--- config.mk ---
export PLATFORM = sky130hd
export DESIGN_NAME = ct_biu_csr_req_arb
export DESIGN_NICKNAME = d
export VERILOG_FILES = /design/src/rtl/ct_biu_csr_pkg.sv /design/src/rtl/ct_biu_csr_rr_arb2.sv /design/src/rtl/ct_biu_csr_req_arb.sv
export SDC_FILE = /design/constraint.sdc
export NUM_CORES = 1
export LEC_CHECK = 0
export BUFFER_PORTS_ARGS = -buffer_cell sky130_fd_sc_hd__buf_2
export CAP_MARGIN = 20
export CORE_AREA = 8 8 242 244
export DETAILED_ROUTE_END_ITERATION = 6
export DIE_AREA = 0 0 250 252
export HOLD_SLACK_MARGIN = 0.15
export SYNTH_ARGS = -nofsm -noshare
export SYNTH_HDL_FRONTEND = slang
export SYNTH_SLANG_ARGS = --single-unit
--- constraint.sdc ---
create_clock -name coreclk -period 1.93 [get_ports coreclk]
set_clock_uncertainty 0.2 [all_clocks]
set_input_delay 0.193 -clock coreclk [delete_from_list [all_inputs] [get_ports coreclk]]
set_output_delay 0.193 -clock coreclk [all_outputs]
set_load 0.02 [all_outputs]
--- src/rtl/ct_biu_csr_pkg.sv ---
// Shared constants for the BIU CSR request arbiter: FSM encoding, requester
// indices, datapath widths and the 2-way round-robin pick rule.
package ct_biu_csr_pkg;

    localparam int OP_W    = 16;
    localparam int WDATA_W = 64;
    localparam int RDATA_W = 128;
    localparam int CNT_W   = 16;

    localparam logic REQ_CP0 = 1'b0;
    localparam logic REQ_HAD = 1'b1;

    typedef enum logic [1:0] {
        ST_IDLE = 2'b00,
        ST_BUSY = 2'b01,
        ST_DONE = 2'b10
    } csr_state_e;

    // On a tie the requester that was not served last wins.
    function automatic logic rr_pick(
        input logic req_cp0,
        input logic req_had,
        input logic last_grant
    );
        if (req_cp0 && req_had) begin
            return ~last_grant;
        end else if (req_had) begin
            return REQ_HAD;
        end else begin
            return REQ_CP0;
        end
    endfunction

endpackage

--- src/rtl/ct_biu_csr_rr_arb2.sv ---
// Two-way round-robin pick between CP0 and HAD plus the last_grant register.
// last_grant resets to HAD so CP0 wins the first tie.
module ct_biu_csr_rr_arb2
    import ct_biu_csr_pkg::*;
(
    input  logic coreclk,
    input  logic cpurst_b,
    input  logic i_req_cp0,
    input  logic i_req_had,
    input  logic i_grant_en,
    output logic o_any_req,
    output logic o_grant_idx
);

    logic r_last_grant;

    assign o_any_req   = i_req_cp0 | i_req_had;
    assign o_grant_idx = rr_pick(i_req_cp0, i_req_had, r_last_grant);

    always_ff @(posedge coreclk) begin
        if (!cpurst_b) begin
            r_last_grant <= REQ_HAD;
        end else if (i_grant_en && o_any_req) begin
            r_last_grant <= o_grant_idx;
        end
    end

endmodule

--- src/rtl/ct_biu_csr_req_arb.sv ---
// Sequences CP0/HAD CSR requests onto the single BIU CSR channel, one at a time.
// Define CT_BIU_CSR_TIMEOUT_EN to build the completion timeout, err outputs and sticky flag.
module ct_biu_csr_req_arb
    import ct_biu_csr_pkg::*;
#(
    parameter int TIMEOUT_CYCLES = 1024
) (
    input  logic                 coreclk,
    input  logic                 cpurst_b,
    input  logic                 cp0_biu_csr_req,
    input  logic [OP_W-1:0]      cp0_biu_csr_op,
    input  logic [WDATA_W-1:0]   cp0_biu_csr_wdata,
    output logic                 biu_cp0_csr_cmplt,
    output logic [RDATA_W-1:0]   biu_cp0_csr_rdata,
    output logic                 biu_cp0_csr_err,
    input  logic                 had_biu_csr_req,
    input  logic [OP_W-1:0]      had_biu_csr_op,
    input  logic [WDATA_W-1:0]   had_biu_csr_wdata,
    output logic                 biu_had_csr_cmplt,
    output logic [RDATA_W-1:0]   biu_had_csr_rdata,
    output logic                 biu_had_csr_err,
    output logic                 biu_csr_sel,
    output logic [OP_W-1:0]      biu_csr_op,
    output logic [WDATA_W-1:0]   biu_csr_wdata,
    input  logic                 biu_csr_cmplt,
    input  logic [RDATA_W-1:0]   biu_csr_rdata,
    output logic                 biu_csr_busy,
    output logic                 biu_csr_timeout_sticky,
    output logic [1:0]           o_dbg_state
);

    csr_state_e           r_state;
    logic                 r_grant;
    logic                 r_sel;
    logic                 r_busy;
    logic [OP_W-1:0]      r_op;
    logic [WDATA_W-1:0]   r_wdata;
    logic                 r_cp0_cmplt;
    logic                 r_had_cmplt;
    logic [RDATA_W-1:0]   r_cp0_rdata;
    logic [RDATA_W-1:0]   r_had_rdata;

    logic                 w_any_req;
    logic                 w_pick;
    logic                 w_grant_en;
    logic                 w_expire;
    logic                 w_finish;
    logic [RDATA_W-1:0]   w_rsp_rdata;

    assign w_grant_en = (r_state == ST_IDLE);

    ct_biu_csr_rr_arb2 u_rr_arb2 (
        .coreclk     (coreclk),
        .cpurst_b    (cpurst_b),
        .i_req_cp0   (cp0_biu_csr_req),
        .i_req_had   (had_biu_csr_req),
        .i_grant_en  (w_grant_en),
        .o_any_req   (w_any_req),
        .o_grant_idx (w_pick)
    );

    // A completion in the expiry cycle wins over the timeout.
    assign w_finish    = (r_state == ST_BUSY) && (biu_csr_cmplt || w_expire);
    assign w_rsp_rdata = biu_csr_cmplt ? biu_csr_rdata : '0;

    always_ff @(posedge coreclk) begin
        if (!cpurst_b) begin
            r_state     <= ST_IDLE;
            r_grant     <= REQ_HAD;
            r_sel       <= 1'b0;
            r_busy      <= 1'b0;
            r_op        <= '0;
            r_wdata     <= '0;
            r_cp0_cmplt <= 1'b0;
            r_had_cmplt <= 1'b0;
            r_cp0_rdata <= '0;
            r_had_rdata <= '0;
        end else begin
            r_cp0_cmplt <= 1'b0;
            r_had_cmplt <= 1'b0;
            case (r_state)
                ST_IDLE: begin
                    if (w_any_req) begin
                        r_state <= ST_BUSY;
                        r_grant <= w_pick;
                        r_sel   <= 1'b1;
                        r_busy  <= 1'b1;
                        r_op    <= (w_pick == REQ_HAD) ? had_biu_csr_op : cp0_biu_csr_op;
                        r_wdata <= (w_pick == REQ_HAD) ? had_biu_csr_wdata : cp0_biu_csr_wdata;
                    end
                end
                ST_BUSY: begin
                    if (w_finish) begin
                        r_state <= ST_DONE;
                        r_sel   <= 1'b0;
                        if (r_grant == REQ_HAD) begin
                            r_had_cmplt <= 1'b1;
                            r_had_rdata <= w_rsp_rdata;
                        end else begin
                            r_cp0_cmplt <= 1'b1;
                            r_cp0_rdata <= w_rsp_rdata;
                        end
                    end
                end
                ST_DONE: begin
                    r_state <= ST_IDLE;
                    r_busy  <= 1'b0;
                end
                default: begin
                    r_state <= ST_IDLE;
                    r_sel   <= 1'b0;
                    r_busy  <= 1'b0;
                end
            endcase
        end
    end

`ifdef CT_BIU_CSR_TIMEOUT_EN
    localparam logic [CNT_W-1:0] TO_LAST = CNT_W'(TIMEOUT_CYCLES - 1);

    logic [CNT_W-1:0] r_cnt;
    logic             r_cp0_err;
    logic             r_had_err;
    logic             r_sticky;
    logic             w_timed_out;

    assign w_expire    = (r_state == ST_BUSY) && (r_cnt == TO_LAST);
    assign w_timed_out = w_expire && !biu_csr_cmplt;

    always_ff @(posedge coreclk) begin
        if (!cpurst_b) begin
            r_cnt     <= '0;
            r_cp0_err <= 1'b0;
            r_had_err <= 1'b0;
            r_sticky  <= 1'b0;
        end else begin
            r_cnt <= (r_state == ST_BUSY) ? r_cnt + 1'b1 : '0;
            if (w_finish) begin
                if (r_grant == REQ_HAD) begin
                    r_had_err <= w_timed_out;
                end else begin
                    r_cp0_err <= w_timed_out;
                end
                if (w_timed_out) begin
                    r_sticky <= 1'b1;
                end
            end
        end
    end

    assign biu_cp0_csr_err        = r_cp0_err;
    assign biu_had_csr_err        = r_had_err;
    assign biu_csr_timeout_sticky = r_sticky;
`else
    localparam int unused_timeout_cycles = TIMEOUT_CYCLES;

    assign w_expire               = 1'b0;
    assign biu_cp0_csr_err        = 1'b0;
    assign biu_had_csr_err        = 1'b0;
    assign biu_csr_timeout_sticky = 1'b0;
`endif

    assign biu_csr_sel       = r_sel;
    assign biu_csr_op        = r_op;
    assign biu_csr_wdata     = r_wdata;
    assign biu_csr_busy      = r_busy;
    assign biu_cp0_csr_cmplt = r_cp0_cmplt;
    assign biu_cp0_csr_rdata = r_cp0_rdata;
    assign biu_had_csr_cmplt = r_had_cmplt;
    assign biu_had_csr_rdata = r_had_rdata;
    assign o_dbg_state       = r_state;

endmodule

# --- After elaboration in Yosys (flattened, before gate mapping) ---
# Cells that the tools add are included.
word_totals:
  regBits: 344
  input_bits: 293
  wordCells: 45
op_classes:
  n_eq_ne: 4
  muxes: 14
  n_bitwise: 5
  n_reduce_logical: 11
op_table:
  columns: ["op", "count"]
  rows:
  - ["128-bit 2-to-1 mux", 1]
  - ["64-bit 2-to-1 mux", 1]
  - ["16-bit 2-to-1 mux", 1]
  - ["3-bit AND reduction", 4]
  - ["1-bit 2-to-1 mux", 6]
  - ["2-bit AND reduction", 3]
  - ["2-bit 2-to-1 mux", 2]
  - ["2-bit != test, second input constant", 2]
  - ["1-bit NOT", 4]
  - ["2-bit case mux with 2 select lines", 1]
  - ["1-bit logical AND", 3]
  - ["1-bit case mux with 3 select lines", 1]
  - ["2-bit by 1-bit equality test with 1-bit output, second input constant", 1]
  - ["2-bit equality test, second input constant", 1]
  - ["2-bit zero test", 1]
  - ["1-bit case mux with 2 select lines", 1]
  - ["1-bit bitwise OR", 1]

# --- Logic depth before layout (Yosys ltp) ---
# Gate-level depths: netlist (run 1).
logic_depth:
  depth_word: 4
  ltp_mapped: 6
  mapped_depth_nobuf: 3

# --- Modules after synthesis ---
# A second synthesis (run 1) with hierarchy kept.
unflattened:
  cells_unflattened: 1300
  area_unflattened_um2: 12146.6
by_module_without_submodules:
  columns: ["module", "instances", "cells_per_inst", "area_per_inst_um2"]
  rows:
  - ["ct_biu_csr_req_arb", 1, 1294, 12092.8]
  - ["ct_biu_csr_rr_arb2", 1, 6, 53.8]

# --- Worst setup path after synthesis (run 1) ---
# Ideal clock, no wire load.
synth_path:
  path_type: "flip-flop to flip-flop"
  from: "register r_state[0], in the netlist o_dbg_state[0]"
  to: "register r_cp0_rdata[110], in the netlist biu_cp0_csr_rdata[110]"
  setup_time_ns: 0.128
  arrival_ns: 1.345
  t_required_ns: 1.602
  path_slack_ns: 0.256
  stages_incl_launch_ff: 7
  period_less_slack_ns: 1.674
  path_cell_list: "dfxtp_1 -> nand4bb_2 -> buf_4 -> buf_4 -> buf_6 -> nand3_1 -> o21ai_0"
synth_via:
  elab_chain_len: 3
synth_lines:
  columns: ["item", "line_no", "rtl"]
  rows:
  - ["from (decl)", "ct_biu_csr_req_arb.sv:32", "csr_state_e r_state;"]
  - ["from (signal assigned)", "ct_biu_csr_req_arb.sv:68", "r_state <= ST_IDLE;"]
  - ["from (signal assigned)", "ct_biu_csr_req_arb.sv:84", "r_state <= ST_BUSY;"]
  - ["from (signal assigned)", "ct_biu_csr_req_arb.sv:94", "r_state <= ST_DONE;"]
  - ["2-bit by 1-bit equality test with 1-bit output *", "ct_biu_csr_req_arb.sv:63, ct_biu_csr_req_arb.sv:81", null]
  - ["1-bit logical AND", "ct_biu_csr_req_arb.sv:63", "assign w_finish = (r_state == ST_BUSY) && (biu_csr_cmplt || w_expire);"]
  - ["3-bit AND reduction (no source line) *", null, null]
  - ["to (signal assigned)", "ct_biu_csr_req_arb.sv:101", "r_cp0_rdata <= w_rsp_rdata;"]
  - ["to (decl)", "ct_biu_csr_req_arb.sv:40", "logic [RDATA_W-1:0] r_cp0_rdata;"]
# Every way passes the cells marked *; elsewhere a longest branch is shown, timed or not.
# A chain may end at the register's enable or synchronous reset.

# --- Worst setup path after layout (run 1) ---
layout_path:
  from: "input port had_biu_csr_req"
  to: "register r_sel, in the netlist biu_csr_sel"
layout_via:
  elab_chain_len: 3
layout_lines:
  columns: ["item", "line_no", "rtl"]
  rows:
  - ["from (decl)", "ct_biu_csr_req_arb.sv:16", "input logic had_biu_csr_req,"]
  - ["1-bit bitwise OR", "ct_biu_csr_rr_arb2.sv:17", "assign o_any_req = i_req_cp0 | i_req_had;"]
  - ["2-bit != test (no source line)", null, null]
  - ["3-bit AND reduction (no source line)", null, null]
  - ["to (signal assigned)", "ct_biu_csr_req_arb.sv:70", "r_sel <= 1'b0;"]
  - ["to (signal assigned)", "ct_biu_csr_req_arb.sv:86", "r_sel <= 1'b1;"]
  - ["to (signal assigned)", "ct_biu_csr_req_arb.sv:95", "r_sel <= 1'b0;"]
  - ["to (decl)", "ct_biu_csr_req_arb.sv:34", "logic r_sel;"]
# Every way passes these cells.

==> flow_summary.ini, run 1 <==
[run_status]
outcome = finished, final reports clean

[die]
start_util_pct = 23.56
rows = 86
die_y_um = 252
die_width_um = 250
ios = 638
coreArea_um2 = 54660
dieArea_um2 = 63000

[worst_setup_path]
worstPathRequired_ps = 2140
crit_path_max_fanout = 5
path_cells = dlygate4sd3_1 -> buf_2 -> or2_4 -> and2_4 -> o211a_1 -> dlygate4sd3_1
critical_path_class = in -> reg
cpMaxStageDelayCell = dlygate4sd3_1
crit_path_max_incr_delay_ps = 560
endpoint_kind = flip-flop
cp_common_cell = dlygate4sd3_1
critPathArrivalTime_ps = 2090
start_kind = input port

[routing]
num_vias = 14769
routedWlPerCell_um = 18.77
drtAntennaViolNets = 0
route.detailed.drc = 0
drt-initial-drc-count = 796
finalWirelength_um = 58610
drt_pre_antenna_iters = 5
via_per_inst = 4.729

[global_routing]
grt_overflow = 0
antenna_found_initial = 10
grt_pass1_wl_um = 88550
gr-usage-all-layers_pct = 17.35
grt_max_degree = 101
first_global_vias = 15002

[timing]
fin_crit_ps = 1884
timing.fmax_ghz = 0.5309
finalCritPeriodShare_pct = 97.60
max_slew_margin_pct = 57.64
finalWorstSetupSlack_ps = 46.25
hold_viol = 0
tns_ps = 0
slew_violations = 0
rsz0062_at_grt = false
final-setup-viol-count = 0
worstMarginPinSlew_ps = 633.3

[pwr]
cell_internal_pwr_uw = 13450
leakage_uw = 0.009653
vdd_drop_max_mv = 0.5230
powerDensity_nw_per_um2 = 858.9
p_sw_share_pct = 27.55
pwr-share-comb_pct = 18.5
seqPwrFrac_pct = 41.5
power.switching_uw = 5115
p_clk_share_pct = 40.0

[clock_tree]
htreeDepth = 2
cts.sink_count = 343
cts_tree = done
cts-root-buf = clkbuf_16
cts_buffer_depth = 3
clock_latency_ps = 520
cts.clk_slew.worst_paths_ps = 60
cts_inserted_buffers = 38

[logic_synthesis]
synth.top_cells.by_area = dfxtp_1 (53%), nand3_1 (9.9%), o21ai_0 (8.9%)
synth_area_um2 = 12880
yosysWarningCount = 0
synth_area_leader_cell = dfxtp_1
yosysUniqueCellTypes = 29
avgSynthCellArea_um2 = 8.714
ys_seq_area_share_pct = 53.32
synth_top_area_share_pct = 53.32
ys_seq_elements = 343
synth_cells = 1478

[layout]
fin_util_pct = 39.55
num-fill-cells = 5292
final_cells = 3123
nNetsFinal = 2680
drive_gt1_share_pct = 33.86
regArea_um2 = 6867
area_growth_pct = 67.87
multi_input_area_um2 = 5296

[min_path]
min_path_type = in -> reg

[run]
cap_violations = 0

[place]
place_inst = 2715
dpl.hpwl_um = 41070
place_congestion = 0.8509
dp_slack_ps = 155.3
port_buffers = 634
flip-flops by register name (all words and copies together) (netlist names):
register	cells
biu_csr_sel	1
biu_csr_op	16
u_rr_arb2.r_last_grant	1
biu_cp0_csr_rdata	128
biu_csr_wdata	64
biu_had_csr_cmplt	1
biu_csr_busy	1
biu_had_csr_rdata	128
o_dbg_state	2
biu_cp0_csr_cmplt	1
power by group through the flow:
stage | Sequential, µW | Clock (µW) | Combinational [µW]
after floorplan | 8280 | 0 | 1170
after global placement | 7830 | 0 | 2810
after detailed placement | 7840 | 0 | 2840
after CTS | 7690 | 7640 | 3400
after global routing | 7740 | 7910 | 3690
final | 7700 | 7420 | 3440
through the flow:
step	instance area (µm²)	hold WS (ps)	total power, µW
after global placement	16930	244.9	10640
after CTS	21510	160.0	18740
final	21620	198.9	18570
after detailed placement	16930	250.2	10680
after floorplan	12890	142.4	9445
after global routing	21620	194.0	19340
worst max-delay path: cells and delay by family:
family                 cells  cell delay, ps
AND/OR/NAND/NOR            2             450
buffers and inverters      3            1250
AO/OA/AOI/OAI              1             200
worst paths after layout:
path                            endpoint  depth (start not counted)            startpoint  slack, ps
hold / removal    biu_cp0_csr_rdata[120]                          5              cpurst_b        200
setup / recovery             biu_csr_sel                          6       had_biu_csr_req         50
setup reg to reg             biu_csr_sel                          5        o_dbg_state[0]         90
hold reg to reg     biu_cp0_csr_rdata[2]                          2  biu_cp0_csr_rdata[2]        260
final cells by class:
class                   instances  share of cell area (%)
inverters                       1                 0.02315
multi-input cells             981                   24.50
flip-flops and latches        343                   31.76
clock inverters                14                  0.8450
clock buffers                  52                   5.064
repair buffers               1022                   33.67
well taps                     704                   4.074
diodes                          6                 0.06945
synth_stat cells:
cell type	n
nor2_4	1
and4b_1	1
inv_1	1
nand4bb_2	1
buf_4	14
or2_1	1
a21oi_1	80
nand4b_1	1
conb_1	1
and2_4	1
nor2_1	2
buf_2	27
a21boi_0	2
o21ai_0	228
buf_1	20
nand2_1	288
a21bo_2	1
clkbuf_1	83
a211o_1	1
o21ai_1	29
a311oi_2	58
dfxtp_1	343
o211a_1	1
nor2b_1	1
nand3_1	256
nor3b_1	1
buf_6	11
o21a_1	2
a311oi_1	22
layout by cell type, fill, tap and decap left out, types with 7 or more instances in the layout:
cell	n
o21ai_1	29
buf_4	28
o21ai_0	228
clkbuf_8	7
buf_12	28
a21oi_1	80
clkinv_2	7
clkbuf_16	39
buf_2	633
dlygate4sd3_1	331
nand2_1	288
dfxtp_1	343
a311oi_1	21
a311oi_2	59
nand3_1	256
routing by layer:
layer / GRT usage [%] / part of all wire [%] / vias up
met5: 0 / 0 / -
li1: - / - / 7030
met4: 6.285 / 3.5 / 0
met2: 31.20 / 50 / 789
met3: 5.135 / 8.9 / 113
met1: 19.31 / 38 / 6837
what timing repair did:
item / 4_1_cts / 5_1_grt
setup endpoints to repair: 0 / 11
setup buffers: 0 / 2
hold buffers: 327 / 8
hold endpoints to repair: 342 / 20
resized for setup: 0 / 3
kinds of logic (layout without fill, tap and decap cells):
| kind of cell | after synthesis | in the layout | share of synthesized area, % |
|---|---|---|---|
| simple gates | 554 | 554 | 18.98 |
| buf+inv | 156 | 1089 | 5.858 |
| other cells | 1 | 9 | 0.02912 |
| flops | 343 | 343 | 53.32 |
| compound gates | 424 | 424 | 21.81 |
Note: power is estimated with default switching activity, not from simulation.
==> run 2, diff against run 1 <==
Settings changed: CORE_AREA 8 8 242 244 to 3 3 244 246, DIE_AREA 0 0 250 252 to 0 0 247 249.
==> run 2 against run 1 <==
First-iteration DRC count is 16% lower. Critical path type unchanged. Highest routed layer unchanged. Register-to-register slack worse by 20 ps. Combinational power about the same. Hold slack got worse by 49 ps. Global-route usage rose by 0.098 points. Fmax fell by 0.59%. Flip-flop and latch count unchanged. Setup slack got worse by 11 ps. Die area decreased by 2.4%. Sequential power about the same. Critical path depth did not move. Non-clock buffer count increased by 9. Largest cell class unchanged.
==> flow_summary.ini, run 2 (synthesis results as in run 1) <==
[run_status]
outcome = finished, final reports clean

[worst_setup_path]
r2r_end = biu_csr_wdata[59]
crit_path_max_fanout = 60
r2r-start = u_rr_arb2.r_last_grant
cpMaxStageDelayCell = dlygate4sd3_1
crit_path_max_incr_delay_ps = 560
endpoint_kind = flip-flop
critical_path_class = in -> reg
r2r_cells = 5
rrSetupSlack_ps = 70
worstPathRequired_ps = 2170
path_cells = dlygate4sd3_1 -> buf_2 -> or2_2 -> buf_4 -> a21oi_1 -> a311oi_2
start_kind = input port
critPathArrivalTime_ps = 2140

[layout]
nNetsFinal = 2688
regArea_um2 = 6870
fin_util_pct = 37.62
final_cells = 3193
mostFrequentLayoutCells = buf_2 (633), dfxtp_1 (340), dlygate4sd3_1 (326), nand2_1 (288), nand3_1 (256)
num-fill-cells = 5690
multi_input_area_um2 = 5294
drive_gt1_share_pct = 34.36
area_growth_pct = 68.23
layout_commonest_cell = buf_2

[routing]
finalWirelength_um = 56950
drtAntennaViolNets = 0
drt-initial-drc-count = 668
routedWlPerCell_um = 17.84
via_per_inst = 4.640
route.detailed.drc = 0
num_vias = 14816
drt_pre_antenna_iters = 5

[timing]
tns_ps = 0
final-setup-viol-count = 0
slew_violations = 0
timing.fmax_ghz = 0.5277
fin_crit_ps = 1895
max_slew_margin_pct = 55.71
finalCritPeriodShare_pct = 98.18
hold_viol = 0
worstMarginPinSlew_ps = 664.4
holdWs_ps = 150.0

[die]
die_y_um = 249
die_width_um = 247
start_util_pct = 22.36
rows = 88
ios = 638
coreArea_um2 = 57590
dieArea_um2 = 61500

[clock_tree]
cts_buffer_depth = 3
cts.clk_slew.worst_paths_ps = 60
cts_inserted_buffers = 37
htreeDepth = 2
cts.sink_count = 343
cts_tree = done
cts-root-buf = clkbuf_16
clock_latency_ps = 540

[min_path]
min_path_type = in -> reg
whs_path_depth = 5
hold_start = cpurst_b
holdPathEnd = biu_cp0_csr_rdata[24]

[run]
cap_violations = 0

[place]
port_buffers = 634
place_inst = 2790
place_congestion = 0.8518
dpl.hpwl_um = 38800

[global_routing]
grt_overflow = 0
grt_max_degree = 104
antenna_found_initial = 6
grt_pass1_wl_um = 84190
first_global_vias = 14698
gr-usage-all-layers_pct = 17.45

[pwr]
power_uw = 18410
vdd_drop_max_mv = 0.5550
powerDensity_nw_per_um2 = 849.8
leakage_uw = 0.009677
run 2: cell types whose count changed in the layout (fill, tap and decap cells not counted), sizes merged, moves of 2 or more:
cell,delta
dlygate4sd3,-5
diode,-2
bufinv,-2
buf,+14
clkbuf,+6
run 2: metal layers:
| layer | up-vias | track usage (%) | wire [µm] |
|---|---|---|---|
| met5 | - | 0 | 0 |
| met2 | 765 | 31.20 | 27870 |
| met1 | 6844 | 18.84 | 21420 |
| met4 | 0 | 8.906 | 2842 |
| li1 | 7049 | - | - |
| met3 | 158 | 4.489 | 4821 |
run 2: worst max-delay path by stage:
stage	to	from	depth (start not counted)
after floorplan	biu_cp0_csr_rdata[110]	o_dbg_state[0]	6
after global placement	biu_csr_op[4]	u_rr_arb2.r_last_grant	5
after detailed placement	biu_csr_wdata[55]	u_rr_arb2.r_last_grant	4
after CTS	biu_cp0_csr_rdata[114]	u_rr_arb2.r_last_grant	5
after global routing	biu_csr_wdata[59]	had_biu_csr_req	7
final	biu_csr_wdata[44]	cp0_biu_csr_req	6
run 2: critical path: cells and delay by family:
kind                   cells  cell delay (ps)
buffers and inverters      3             1250
AOI/OAI and AO/OA          2              500
and+or+nand+nor            1              150
run 2: where the power goes:
part / total (µW) / switching [µW] / leakage (µW) / internal (µW)
sequential: 7720 / 245 / 0.00280 / 7470
clock: 7280 / 2980 / 0.000615 / 4300
combinational: 3420 / 1950 / 0.00627 / 1470
run 2: stage by stage:
step,worst slack [ps],area [µm²]
floorplan,256.4,12890
global placement,199.5,17030
detailed placement,133.2,17030
CTS,17.50,21630
global route,-19.02,21670
finish,35.06,21670
run 2: repair_timing:
| item | in CTS | in global routing |
|---|---|---|
| endpoints found under the setup margin | 0 | 5 |
| hold buffers | 330 | 0 |
| gates resized for setup | 0 | 5 |
| hold endpoints to repair | 342 | 0 |
| setup buffers | 0 | 1 |
run 2: cell type report:
type / instances / area share [%]
clock inverters: 10 / 0.6121
diodes: 4 / 0.04620
flip-flops and latches: 343 / 31.71
multi-input cells: 981 / 24.43
repair buffers: 1031 / 33.56
clock buffers: 58 / 5.192
inverters: 1 / 0.02888
well taps: 765 / 4.418
==> run 3, diff against run 2 <==
Settings changed: CELL_PAD_IN_SITES_DETAIL_PLACEMENT set to 1, CELL_PAD_IN_SITES_GLOBAL_PLACEMENT set to 1, PLACE_DENSITY_LB_ADDON set to 0.1.
==> run 3 against run 2 <==
Design area grew 2.7%. Largest power group is now the clock network. Count of clock-buffer cells in the layout is 6 higher. Sequential share of layout area is 0.85 points lower. Hold slack got worse by 120 ps. Global-route usage is 1.6 points higher. First-iteration DRC count fell by 39%. Combinational power up 1%. Cell count increased by 1.0%.
==> flow_summary.ini, run 3 (synthesis results as in run 1) <==
[run_status]
outcome = finished, final reports clean

[global_routing]
top_usage_layer = met2
grt_max_degree = 96
grt_pass1_wl_um = 92550
antenna_found_initial = 6
groute.layer.met3.usage_pct = 5.823
met2_usage_pct = 33.81
use_met1_pct = 20.83
gr-usage-all-layers_pct = 19.09
first_global_vias = 15758
grt_overflow = 0

[die]
ios = 638
die_y_um = 249
coreArea_um2 = 57590
die_width_um = 247
rows = 88
start_util_pct = 22.36
dieArea_um2 = 61500

[timing]
final-setup-viol-count = 0
fin_crit_ps = 1816
timing.fmax_ghz = 0.5505
worstMarginPinSlew_ps = 762.7
finalWorstSetupSlack_ps = 113.6
tns_ps = 0
finalCritPeriodShare_pct = 94.12
rsz0062_at_grt = false
slew_violations = 0
holdWs_ps = 32.36
max_slew_margin_pct = 49.15
hold_viol = 0

[layout]
area_growth_pct = 72.80
nNetsFinal = 2717
layout_commonest_cell = buf_2
drive_gt1_share_pct = 32.80
mostFrequentLayoutCells = buf_2 (633), dlygate4sd3_1 (379), dfxtp_1 (343), nand2_1 (288), nand3_1 (256)

[worst_setup_path]
r2r-start = o_dbg_state[1]
critical_path_class = reg -> out
crit_path_max_fanout = 4
endpoint_kind = output port
start_kind = flip-flop
worstPathRequired_ps = 1540
crit_path_end = o_dbg_state[0]
r2r_cells = 4
r2r_end = biu_had_csr_rdata[33]
critPathArrivalTime_ps = 1420
rrSetupSlack_ps = 170
startpoint = o_dbg_state[0]

[place]
dpl.hpwl_um = 42750
port_buffers = 634
place_congestion = 0.8250
dp_slack_ps = 185.8

[clock_tree]
cts.sink_count = 343
cts_setup_buffers = 0
cts-root-buf = clkbuf_16
cts_tree = done
cts_buffer_depth = 3
cts_inserted_buffers = 44
cts.clk_slew.worst_paths_ps = 60
clock_latency_ps = 560
htreeDepth = 2

[pwr]
leakage_uw = 0.009804
p_sw_share_pct = 27.15
seqPwrFrac_pct = 38.6
pwr-share-comb_pct = 17.4
power.switching_uw = 5406
powerDensity_nw_per_um2 = 894.6
cell_internal_pwr_uw = 14500
p_clk_share_pct = 44.0
vdd_drop_max_mv = 0.5850

[routing]
drtAntennaViolNets = 0
drt-initial-drc-count = 405
via_per_inst = 4.511
drt_pre_antenna_iters = 4
routedWlPerCell_um = 19.02
finalWirelength_um = 61330
route.detailed.drc = 0
num_vias = 14549

[run]
cap_violations = 0

[min_path]
min_path_type = in -> reg
## run 3: final cells by class
| class | instances | area [µm²] |
|---|---|---|
| fill | 6857 | 35330 |
| timing repair buffer | 1053 | 7590 |
| sequential | 343 | 6867 |
| multi-input combinational | 981 | 5288 |
| clock buffer | 64 | 1287 |
| tap | 765 | 957.2 |
| clock inverter | 12 | 245.2 |
| antenna | 6 | 15.01 |
| inverter | 1 | 5.005 |
## run 3: per-layer routing
metal / vias to the layer above / wire [µm]
met5: - / 0
met4: 0 / 2861
met3: 129 / 4603
met2: 466 / 30290
met1: 6850 / 23580
li1: 7104 / -
## run 3: power groups by stage
stage / Clock, µW / Sequential, µW / Combinational, µW
after floorplan: 0 / 8280 / 1170
after global placement: 0 / 7830 / 2830
after detailed placement: 0 / 7840 / 2860
after CTS: 9080 / 7690 / 3490
after global routing: 9360 / 7730 / 3760
final: 8750 / 7690 / 3470
## run 3: worst min path at each step
stage,from,endpoint,slack [ps],depth (start not counted)
2_1_floorplan,biu_csr_rdata[0],biu_cp0_csr_rdata[0],140,2
3_3_place_gp,biu_cp0_csr_rdata[3],biu_cp0_csr_rdata[3],240,2
3_5_place_dp,biu_cp0_csr_rdata[3],biu_cp0_csr_rdata[3],260,2
4_1_cts,cpurst_b,o_dbg_state[0],-30,3
5_1_grt,cpurst_b,biu_cp0_csr_rdata[23],50,4
6_report,cpurst_b,biu_cp0_csr_rdata[10],30,4
## run 3: critical path, stage by stage, from the launching register on
cell and delay [ps]:
dfxtp_1 450, buf_4 180, buf_2 230
## run 3: stage by stage
step | util, % | area (µm²) | total power (µW) | instances
after CTS | 38.58 | 22220 | 20260 | 3218
after floorplan | - | 12890 | 9445 | 1480
after global placement | 29.30 | 16870 | 10660 | 2762
final | 38.65 | 22250 | 19910 | 3225
after detailed placement | 29.30 | 16870 | 10700 | 2762
after global routing | 38.65 | 22250 | 20850 | 3225
## run 3: timing repair
action	4_1_cts	5_1_grt
endpoints found under the hold margin	341	101
resized for setup	0	0
hold buffers	380	1
